`src/rtl/deserializer_pkg.sv`:
```
// deserializer_pkg
//   Shared widths and the buffered word type for the serial-to-parallel
//   deserializer. The default DATA_W of 16 sets the size of the stored word.
//   MOD_W is the width of the valid-bit count. A count of DATA_W is encoded as 0.
package deserializer_pkg;

  localparam int DATA_W_DEF = 16;
  localparam int MOD_W      = $clog2(DATA_W_DEF);

  typedef struct packed {
    logic [DATA_W_DEF-1:0] data;
    logic [MOD_W-1:0]      mod;
  } deser_word_t;

endpackage

```
`src/rtl/deser_fifo.sv`:
```
// deser_fifo
//   Synchronous FIFO of deser_word_t entries. The head entry is read straight
//   from the storage registers, so the outputs depend on flops only.
//   A push that arrives together with a pop on a full FIFO is accepted.
// Ports:
//   i_clk, i_rst : clock, async active-high reset
//   i_push/i_word: write request and data (dropped when full without pop)
//   i_pop        : remove head (ignored when empty)
//   o_full/o_empty, o_head : status and current head entry
module deser_fifo
  import deserializer_pkg::*;
#(
  parameter int DEPTH = 2
) (
  input  logic        i_clk,
  input  logic        i_rst,
  input  logic        i_push,
  input  deser_word_t i_word,
  input  logic        i_pop,
  output logic        o_full,
  output logic        o_empty,
  output deser_word_t o_head
);

  localparam int PW = $clog2(DEPTH);
  localparam int CW = $clog2(DEPTH + 1);

  deser_word_t         r_mem [DEPTH];
  logic [PW-1:0]       r_wr;
  logic [PW-1:0]       r_rd;
  logic [CW-1:0]       r_count;

  logic w_do_pop;
  logic w_do_push;

  assign o_full    = (r_count == CW'(DEPTH));
  assign o_empty   = (r_count == '0);
  assign o_head    = r_mem[r_rd];
  assign w_do_pop  = i_pop && !o_empty;
  // On a full FIFO the slot being vacated by the pop is the write slot.
  assign w_do_push = i_push && (!o_full || w_do_pop);

  always_ff @(posedge i_clk or posedge i_rst) begin
    if (i_rst) begin
      for (int i = 0; i < DEPTH; i++) r_mem[i] <= '0;
      r_wr    <= '0;
      r_rd    <= '0;
      r_count <= '0;
    end else begin
      if (w_do_push) begin
        r_mem[r_wr] <= i_word;
        r_wr        <= (r_wr == PW'(DEPTH - 1)) ? '0 : r_wr + 1'b1;
      end
      if (w_do_pop)
        r_rd <= (r_rd == PW'(DEPTH - 1)) ? '0 : r_rd + 1'b1;
      case ({w_do_push, w_do_pop})
        2'b10:   r_count <= r_count + 1'b1;
        2'b01:   r_count <= r_count - 1'b1;
        default: r_count <= r_count;
      endcase
    end
  end

endmodule

```
`src/rtl/deserializer.sv`:
```
// deserializer
//   Rebuilds parallel words from an MSB-first serial stream. A word is pushed
//   when its DATA_W-th bit arrives, or when the stream goes idle while a word
//   is partly filled (partial word, left-aligned, mod = bit count). Words are
//   buffered in deser_fifo and presented over a valid/ready handshake.
// Ports:
//   clk_i, rst_i                   : clock, async active-high reset
//   ser_data_i, ser_data_val_i     : serial bit and its qualifier
//   deser_data_o, deser_data_mod_o : FIFO head word and valid-bit count
//   deser_data_val_o               : head valid
//   deser_ready_i                  : consumer accepts the head
//   overflow_o                     : one-cycle pulse when a completed word was dropped
module deserializer
  import deserializer_pkg::*;
#(
  parameter int DATA_W     = DATA_W_DEF,  // must match the package word type
  parameter int FIFO_DEPTH = 2
) (
  input  logic              clk_i,
  input  logic              rst_i,
  input  logic              ser_data_i,
  input  logic              ser_data_val_i,
  output logic [DATA_W-1:0] deser_data_o,
  output logic [MOD_W-1:0]  deser_data_mod_o,
  output logic              deser_data_val_o,
  input  logic              deser_ready_i,
  output logic              overflow_o
);

  logic [DATA_W-1:0] r_shift;
  logic [MOD_W-1:0]  r_cnt;     // bits collected so far; 0 means IDLE
  logic              r_overflow;

  logic [DATA_W-1:0] w_shift_bit;
  logic [MOD_W-1:0]  w_idx;
  logic              w_last;
  logic              w_flush;
  logic              w_push;
  logic              w_pop;
  logic              w_full;
  logic              w_empty;
  deser_word_t       w_push_word;
  deser_word_t       w_head;

  assign w_idx = MOD_W'(DATA_W - 1) - r_cnt;

  // Current shift contents with the incoming bit placed at its MSB-first slot.
  always_comb begin
    w_shift_bit        = r_shift;
    w_shift_bit[w_idx] = ser_data_i;
  end

  assign w_last  = ser_data_val_i && (r_cnt == MOD_W'(DATA_W - 1));
  assign w_flush = !ser_data_val_i && (r_cnt != '0);
  assign w_push  = w_last || w_flush;
  assign w_pop   = !w_empty && deser_ready_i;

  // A full word reports mod 0; a flushed word reports its bit count.
  assign w_push_word.data = w_last ? w_shift_bit : r_shift;
  assign w_push_word.mod  = w_last ? '0 : r_cnt;

  always_ff @(posedge clk_i or posedge rst_i) begin
    if (rst_i) begin
      r_shift    <= '0;
      r_cnt      <= '0;
      r_overflow <= 1'b0;
    end else begin
      r_overflow <= w_push && w_full && !w_pop;
      if (w_push) begin
        r_shift <= '0;
        r_cnt   <= '0;
      end else if (ser_data_val_i) begin
        r_shift <= w_shift_bit;
        r_cnt   <= r_cnt + 1'b1;
      end
    end
  end

  deser_fifo #(.DEPTH(FIFO_DEPTH)) u_fifo (
    .i_clk   (clk_i),
    .i_rst   (rst_i),
    .i_push  (w_push),
    .i_word  (w_push_word),
    .i_pop   (w_pop),
    .o_full  (w_full),
    .o_empty (w_empty),
    .o_head  (w_head)
  );

  assign deser_data_o     = w_head.data;
  assign deser_data_mod_o = w_head.mod;
  assign deser_data_val_o = !w_empty;
  assign overflow_o       = r_overflow;

endmodule

```
`config.mk`:
```
export PLATFORM = sky130hd
export DESIGN_NAME = deserializer
export DESIGN_NICKNAME = d
export VERILOG_FILES = /design/src/rtl/deserializer_pkg.sv /design/src/rtl/deser_fifo.sv /design/src/rtl/deserializer.sv
export SDC_FILE = /design/constraint.sdc
export NUM_CORES = 1
export LEC_CHECK = 0
export ABC_AREA = 1
export CAP_MARGIN = 5
export CORE_ASPECT_RATIO = 1.25
export CORE_MARGIN = 2
export CORE_UTILIZATION = 50
export CTS_CLUSTER_DIAMETER = 120
export DETAILED_ROUTE_END_ITERATION = 7
export GPL_TIMING_DRIVEN = 0
export PLACE_DENSITY_LB_ADDON = 0.3
export SYNTH_ARGS = -nofsm -noshare
export SYNTH_HDL_FRONTEND = slang
export SYNTH_SLANG_ARGS = --single-unit
```
`constraint.sdc`:
```
create_clock -name clk_i -period 3.6 [get_ports clk_i]
set_clock_uncertainty 0.15 [all_clocks]
set_input_delay 0.54 -clock clk_i [delete_from_list [all_inputs] [get_ports clk_i]]
set_output_delay 0.54 -clock clk_i [all_outputs]
set_load 0.02 [all_outputs]
```
Word level (Yosys, flattened, before mapping). Index checks and enable logic that the tools add are counted.

Flip-flop bits (word level): 65. Input port bits: 5. Output and inout port bits: 22. Word-level logic and storage cells: 64.

Add/subtract/negate cells: 6. Order comparisons: 5. Equal/unequal tests: 4. Muxes and demuxes: 18. Bitwise operators: 2. Reductions and logical operators: 19.

Operators by type and width (number): 20-bit 2-to-1 mux (4); 16-bit 2-to-1 mux (3); 40-bit bitwise mux (1); 20-bit demux with 1-bit select (1); 16-bit bitwise mux (1); 4-bit 2-to-1 mux (3); 1-bit logical AND (9); 4-bit by 5-bit less-than comparator with 1-bit output, second input constant (1); 4-bit by 1-bit adder with 4-bit output, second input constant (1); 1-bit demux with 4-bit select (1); 2-bit == test, second input constant (2); 4-bit == test, second input constant (1); 2-bit >= comparator, second input constant (2); 4-bit by 1-bit >= comparator with 1-bit output, second input constant (1); 1-bit logical NOT (4); 1-bit inverter with 2-bit output (2); 2-bit case mux with 2 select lines (1); 2-bit nonzero test (2); 4-bit nonzero test (1); 4-bit subtractor, first input constant (1); 1-bit 2-to-1 mux (3); 1-bit adder, second input constant (2); 2-bit by 1-bit adder with 2-bit output, second input constant (1); 2-bit by 1-bit == test with 1-bit output, second input constant (1); other kinds (4) (5).

Depth between registers and ports, before layout.
Depth in word-level cells: 8. Depth in mapped cells: 8. Mapped depth without buffers: 8.

Hierarchy. Synthesis repeated with hierarchy kept, for this count alone.

Cells, all modules: 425. Area, all modules: 3420.8 sq um.

By module, submodules not included: deser_fifo (times used 1, cells an instance 247, area each 2123.3 sq um, seq. area each 1101.1 sq um); deserializer (times used 1, cells an instance 178, area each 1297.5 sq um, seq. area each 525.5 sq um).

Worst setup path before layout. OpenSTA, ideal clock, no wires.

Path type: register -> register. Start point: register r_cnt[0]. End point: register u_fifo.r_count[1]. Setup time: 0.131 ns. Data arrival time: 1.667 ns. Required time: 3.319 ns. Path slack: 1.652 ns. Cell stages (with the launch flop): 9. Path buffers: 0. Clock period less this slack: 1.948 ns. Cells stage by stage: dfrtp_1 > inv_1 > ha_1 > nand3_4 > nand3_4 > ha_1 > a21oi_1 > o21ai_0 > xor2_1.

Cells in the longest elaborated chain, start to end: 6. Elaborated cells on any way between the ends: 10. Classes of those cells: eq/ne (3); mux (1); reduce/logical (6).

RTL lines: start, declared (line deserializer.sv:31) `logic [MOD_W-1:0] r_cnt;`; start signal, assigned (line deserializer.sv:74) `r_cnt <= r_cnt + 1'b1;`; 4-bit == test or 4-bit nonzero test (tied branches) (line deserializer.sv:53, deserializer.sv:54); 1-bit logical AND (on tied branches) (line deserializer.sv:53, deserializer.sv:54); 1-bit logical OR * (line deserializer.sv:55) `assign w_push = w_last || w_flush;`; 1-bit logical AND * (line deser_fifo.sv:41) `assign w_do_push = i_push && (!o_full || w_do_pop);`; 2-bit by 1-bit == test with 1-bit output or 2-bit == test (tied branches) (line deser_fifo.sv:56) `case ({w_do_push, w_do_pop})`; 2-bit case mux with 2 select lines or 2-bit nonzero test (tied branches); end signal, assigned (line deser_fifo.sv:57) `2'b10: r_count <= r_count + 1'b1;`; end signal, assigned (line deser_fifo.sv:58) `2'b01: r_count <= r_count - 1'b1;`; end signal, assigned (line deser_fifo.sv:59) `default: r_count <= r_count;`; end, declared (line deser_fifo.sv:31) `logic [CW-1:0] r_count;`.

Every way passes the cells marked *; elsewhere a longest branch is shown, timed or not. A chain may end at the register's enable or synchronous reset.

Worst setup path in the final report.
Start point: register u_fifo.r_rd. End point: output deser_data_mod_o[3].

Cells in the longest elaborated chain, start to end: 4.

RTL lines: start, declared (line deser_fifo.sv:30) `logic [PW-1:0] r_rd;`; start signal, assigned (line deser_fifo.sv:55) `r_rd <= (r_rd == PW'(DEPTH - 1)) ? '0 : r_rd + 1'b1;`; 1-bit inverter with 2-bit output (implied by the code) (line deser_fifo.sv:38) `assign o_head = r_mem[r_rd];`; 20-bit 2-to-1 mux (implied by the code) (3 in series) (line deser_fifo.sv:38); end, declared (line deserializer.sv:24) `output logic [MOD_W-1:0] deser_data_mod_o,`.

Every way passes these cells. The select of a mux whose other input is x is not followed.

==> summary.md <==
| Metric | Value |
|---|---|
| Status | finished clean |
| Total CTS buffers | 9 |
| Routed WL per cell | 13.0 um |
| Hold Slack | between 0.3 and 0.4 ns |
| First-pass GRT wire length | between 10000 and 15000 um |
| Total die area | approximately 7000 um2 |
| Relative slew slack | 0.602 |
| Mapped cell area | approximately 3200 um2 |
| Post-Place Cells | 478 |
| Worst-path fanout max | 10 |
| Initial antenna violation count | 0 |
| 1st-pass router iterations | 4 |
| Die W | approximately 75 um |
| Vias in the first global route | around 2400 |
| Root buf cell | clkbuf_8 |
| Final HPWL DP | 4600 um |
| Vert. Die Dim | 92.9 um |
| Yosys warns | 0 |
| Detailed Route WL | between 6000 and 7000 um |
| CTS max path bufs | 2 |
| Kind of critical path | flip-flop to output pin |
| # setup viols final | 0 |
| Gate Count Post-Synth | 366 |
| Register area share after synthesis | 0.515 |
| PortBufs | 26 |
| Hold-fix buffers, CTS | 0 |
| Final Core Density | 0.611 |
| Critical path arrival | 1.91 ns |
| Avg Cell Area, Syn | between 8 and 9 um2 |
| Area leader, netlist | dfrtp_1 |
| Post-layout net count | roughly 410 |
| Unrepaired setup endpoints after global routing | false |
| Share of post-route cells with drive strength above 1 | 0.149 |
| CTS Sinks | 65 |
| Antenna Nets Post-Route | 0 |
| Tmin final | around 2.6 ns |
| Final Cycle Share | 0.722 |
| Largest net degree at the start of global routing | 38 |
| Max-slew violations | 0 |
| Grt ovf | 0 |
| P_leak | slightly below 2 nW |
| Worst path required time | just under 3 ns |
| Top cells by area, synth | dfrtp_1, nand2_1, mux2_2 |
| Clock slew at reported path FFs | ~0.070 ns |
| Setup TNS | 0 ns |
| Post-synth top area share | 0.515 |
| DRC | 0 |
| CP Capture Type | output pin |
| Starting density of the core | 0.516 |
| GP Congestion | around 0.79 |
| Area grow syn2layout | 18.5% |
| Final non-filler cell total | roughly 490 |
| Fin. Hold Viols | 0 |
| Via count | 2443 |
| Worst Max-Slew Pin Slew | roughly 0.60 ns |
| Worst skew pair latency | roughly 0.33 ns |
| Hold/Removal Path Class | flip-flop to flip-flop |
| Post CTS Setup Buffer Count | 0 |
| Fmax | 385 MHz |
| Maxcap violations | 0 |
| Site row count | 32 |
| Count of cell types in the netlist | 23 |
| Worst Setup Start Kind | flip-flop |
| IO Pins | 27 |
| Syn nets | roughly 380 |
| Register bit count reported by yosys | 65 |
| Core area | slightly above 6000 um2 |
| Via density | 4.95 |
| Power Density | about 660 nW/um2 |
| Starting DRT DRC Count | between 150 and 200 |
| Post-CTS sizing | 0 |
| VDD IR max | 0.314 mV |
| CTS tree | done |
| H-tree depth | 3 |
| Total GRT Usage | 0.208 |
| Ant diodes | 0 |
[sequential cells by signal, indices dropped and copies added (netlist names)]
name	flops
u_fifo.r_mem	40
r_shift	16
r_cnt	4
u_fifo.r_count	2
overflow_o	1
u_fifo.r_rd	1
u_fifo.r_wr	1
[report_power, final]
group | switching (mW) | leakage, nW | internal, mW
Clock | 0.271 | 0.0953 | 0.336
Combinational | 0.520 | 0.992 | 0.370
Sequential | 0.0927 | 0.881 | 0.871
Total | 0.884 | 1.97 | 1.58
[cell usage after synthesis, drive strengths merged]
master    n
nand2   165
dfrtp    65
inv      29
mux2     20
nand3    19
o21ai    17
nor2     16
buf      14
ha        5
nand4     5
o22ai     4
a21oi     2
xnor2     2
xor2      2
clkbuf    1
[worst max-delay path, cell delays in order, from the launching register on]
cell             delay [ns]
dfrtp_1                0.37
buf_2                  0.29
mux2_2                 0.39
clkdlybuf4s50_1        0.54
[through the flow]
step                instance area (um2)  power (mW)  worst slack (ns)
detailed placement                 3540        1.87              1.05
global placement                   3520        1.85             0.209
floorplan                          3160        1.59              1.28
finish                             3740        2.46             0.999
CTS                                3740        2.49             0.985
global route                       3740        2.62             0.906
[per-layer routing]
metal | track usage | wire (um) | vias up | part of all wire
li1 | - | - | 1223 | -
met1 | 0.269 | 3000 | 1171 | 0.47
met2 | 0.337 | 3150 | 41 | 0.49
met3 | 0.0501 | 189 | 8 | 0.029
met4 | 0.0685 | 82 | 0 | 0.013
met5 | 0 | 0 | - | 0
[cells in the final DEF (no fill, tap or decap), types with 3 or more instances in the layout]
cell | netlist | final
dfrtp_1 | 65 | 65
clkdlybuf4s50_1 | 0 | 26
nor2_4 | 3 | 3
nand4_1 | 5 | 5
clkbuf_8 | 0 | 10
o22ai_1 | 4 | 4
nand2_1 | 163 | 163
buf_6 | 4 | 4
buf_2 | 9 | 9
mux2_2 | 20 | 20
ha_1 | 5 | 5
nand3_4 | 3 | 3
nand3_1 | 16 | 16
nor2_1 | 12 | 12
o21ai_0 | 17 | 17
inv_1 | 28 | 27
[layout make-up]
| cell class | count | area [um2] |
|---|---|---|
| Clock buffer | 11 | 141 |
| Clock inverter | 5 | 55.1 |
| Tap cell | 85 | 106 |
| Sequential cell | 65 | 1630 |
| Buffer | 15 | 101 |
| Inverter | 29 | 109 |
| Multi-Input combinational cell | 257 | 1320 |
| Fill cell | 559 | 2380 |
| Timing Repair Buffer | 27 | 280 |
[logic make-up (layout without fill, tap and decap cells)]
group,after synthesis,in the layout,synth area share
AND/OR/NAND/NOR,205,205,0.278
flip-flops,65,65,0.515
buffers and inverters,44,87,0.0666
AO/OA/AOI/OAI,23,23,0.0380
multiplexers,20,20,0.0713
adder cells (fa/ha/maj),5,5,0.0198
XOR/XNOR,4,4,0.0111
[worst paths after layout]
check                                  from                   to  slack (ns)  cells after the start
min in group asynchronous             rst_i          u_fifo.r_rd        0.44                      2
hold / removal             u_fifo.r_mem[33]     u_fifo.r_mem[33]        0.32                      2
max in group asynchronous             rst_i           r_shift[7]        2.24                      3
setup / recovery                u_fifo.r_rd  deser_data_mod_o[3]         1.0                      3
hold reg to reg            u_fifo.r_mem[33]     u_fifo.r_mem[33]        0.32                      2
setup reg to reg                   r_cnt[0]    u_fifo.r_count[1]        1.43                      8
(Power assumes the default switching activity.)
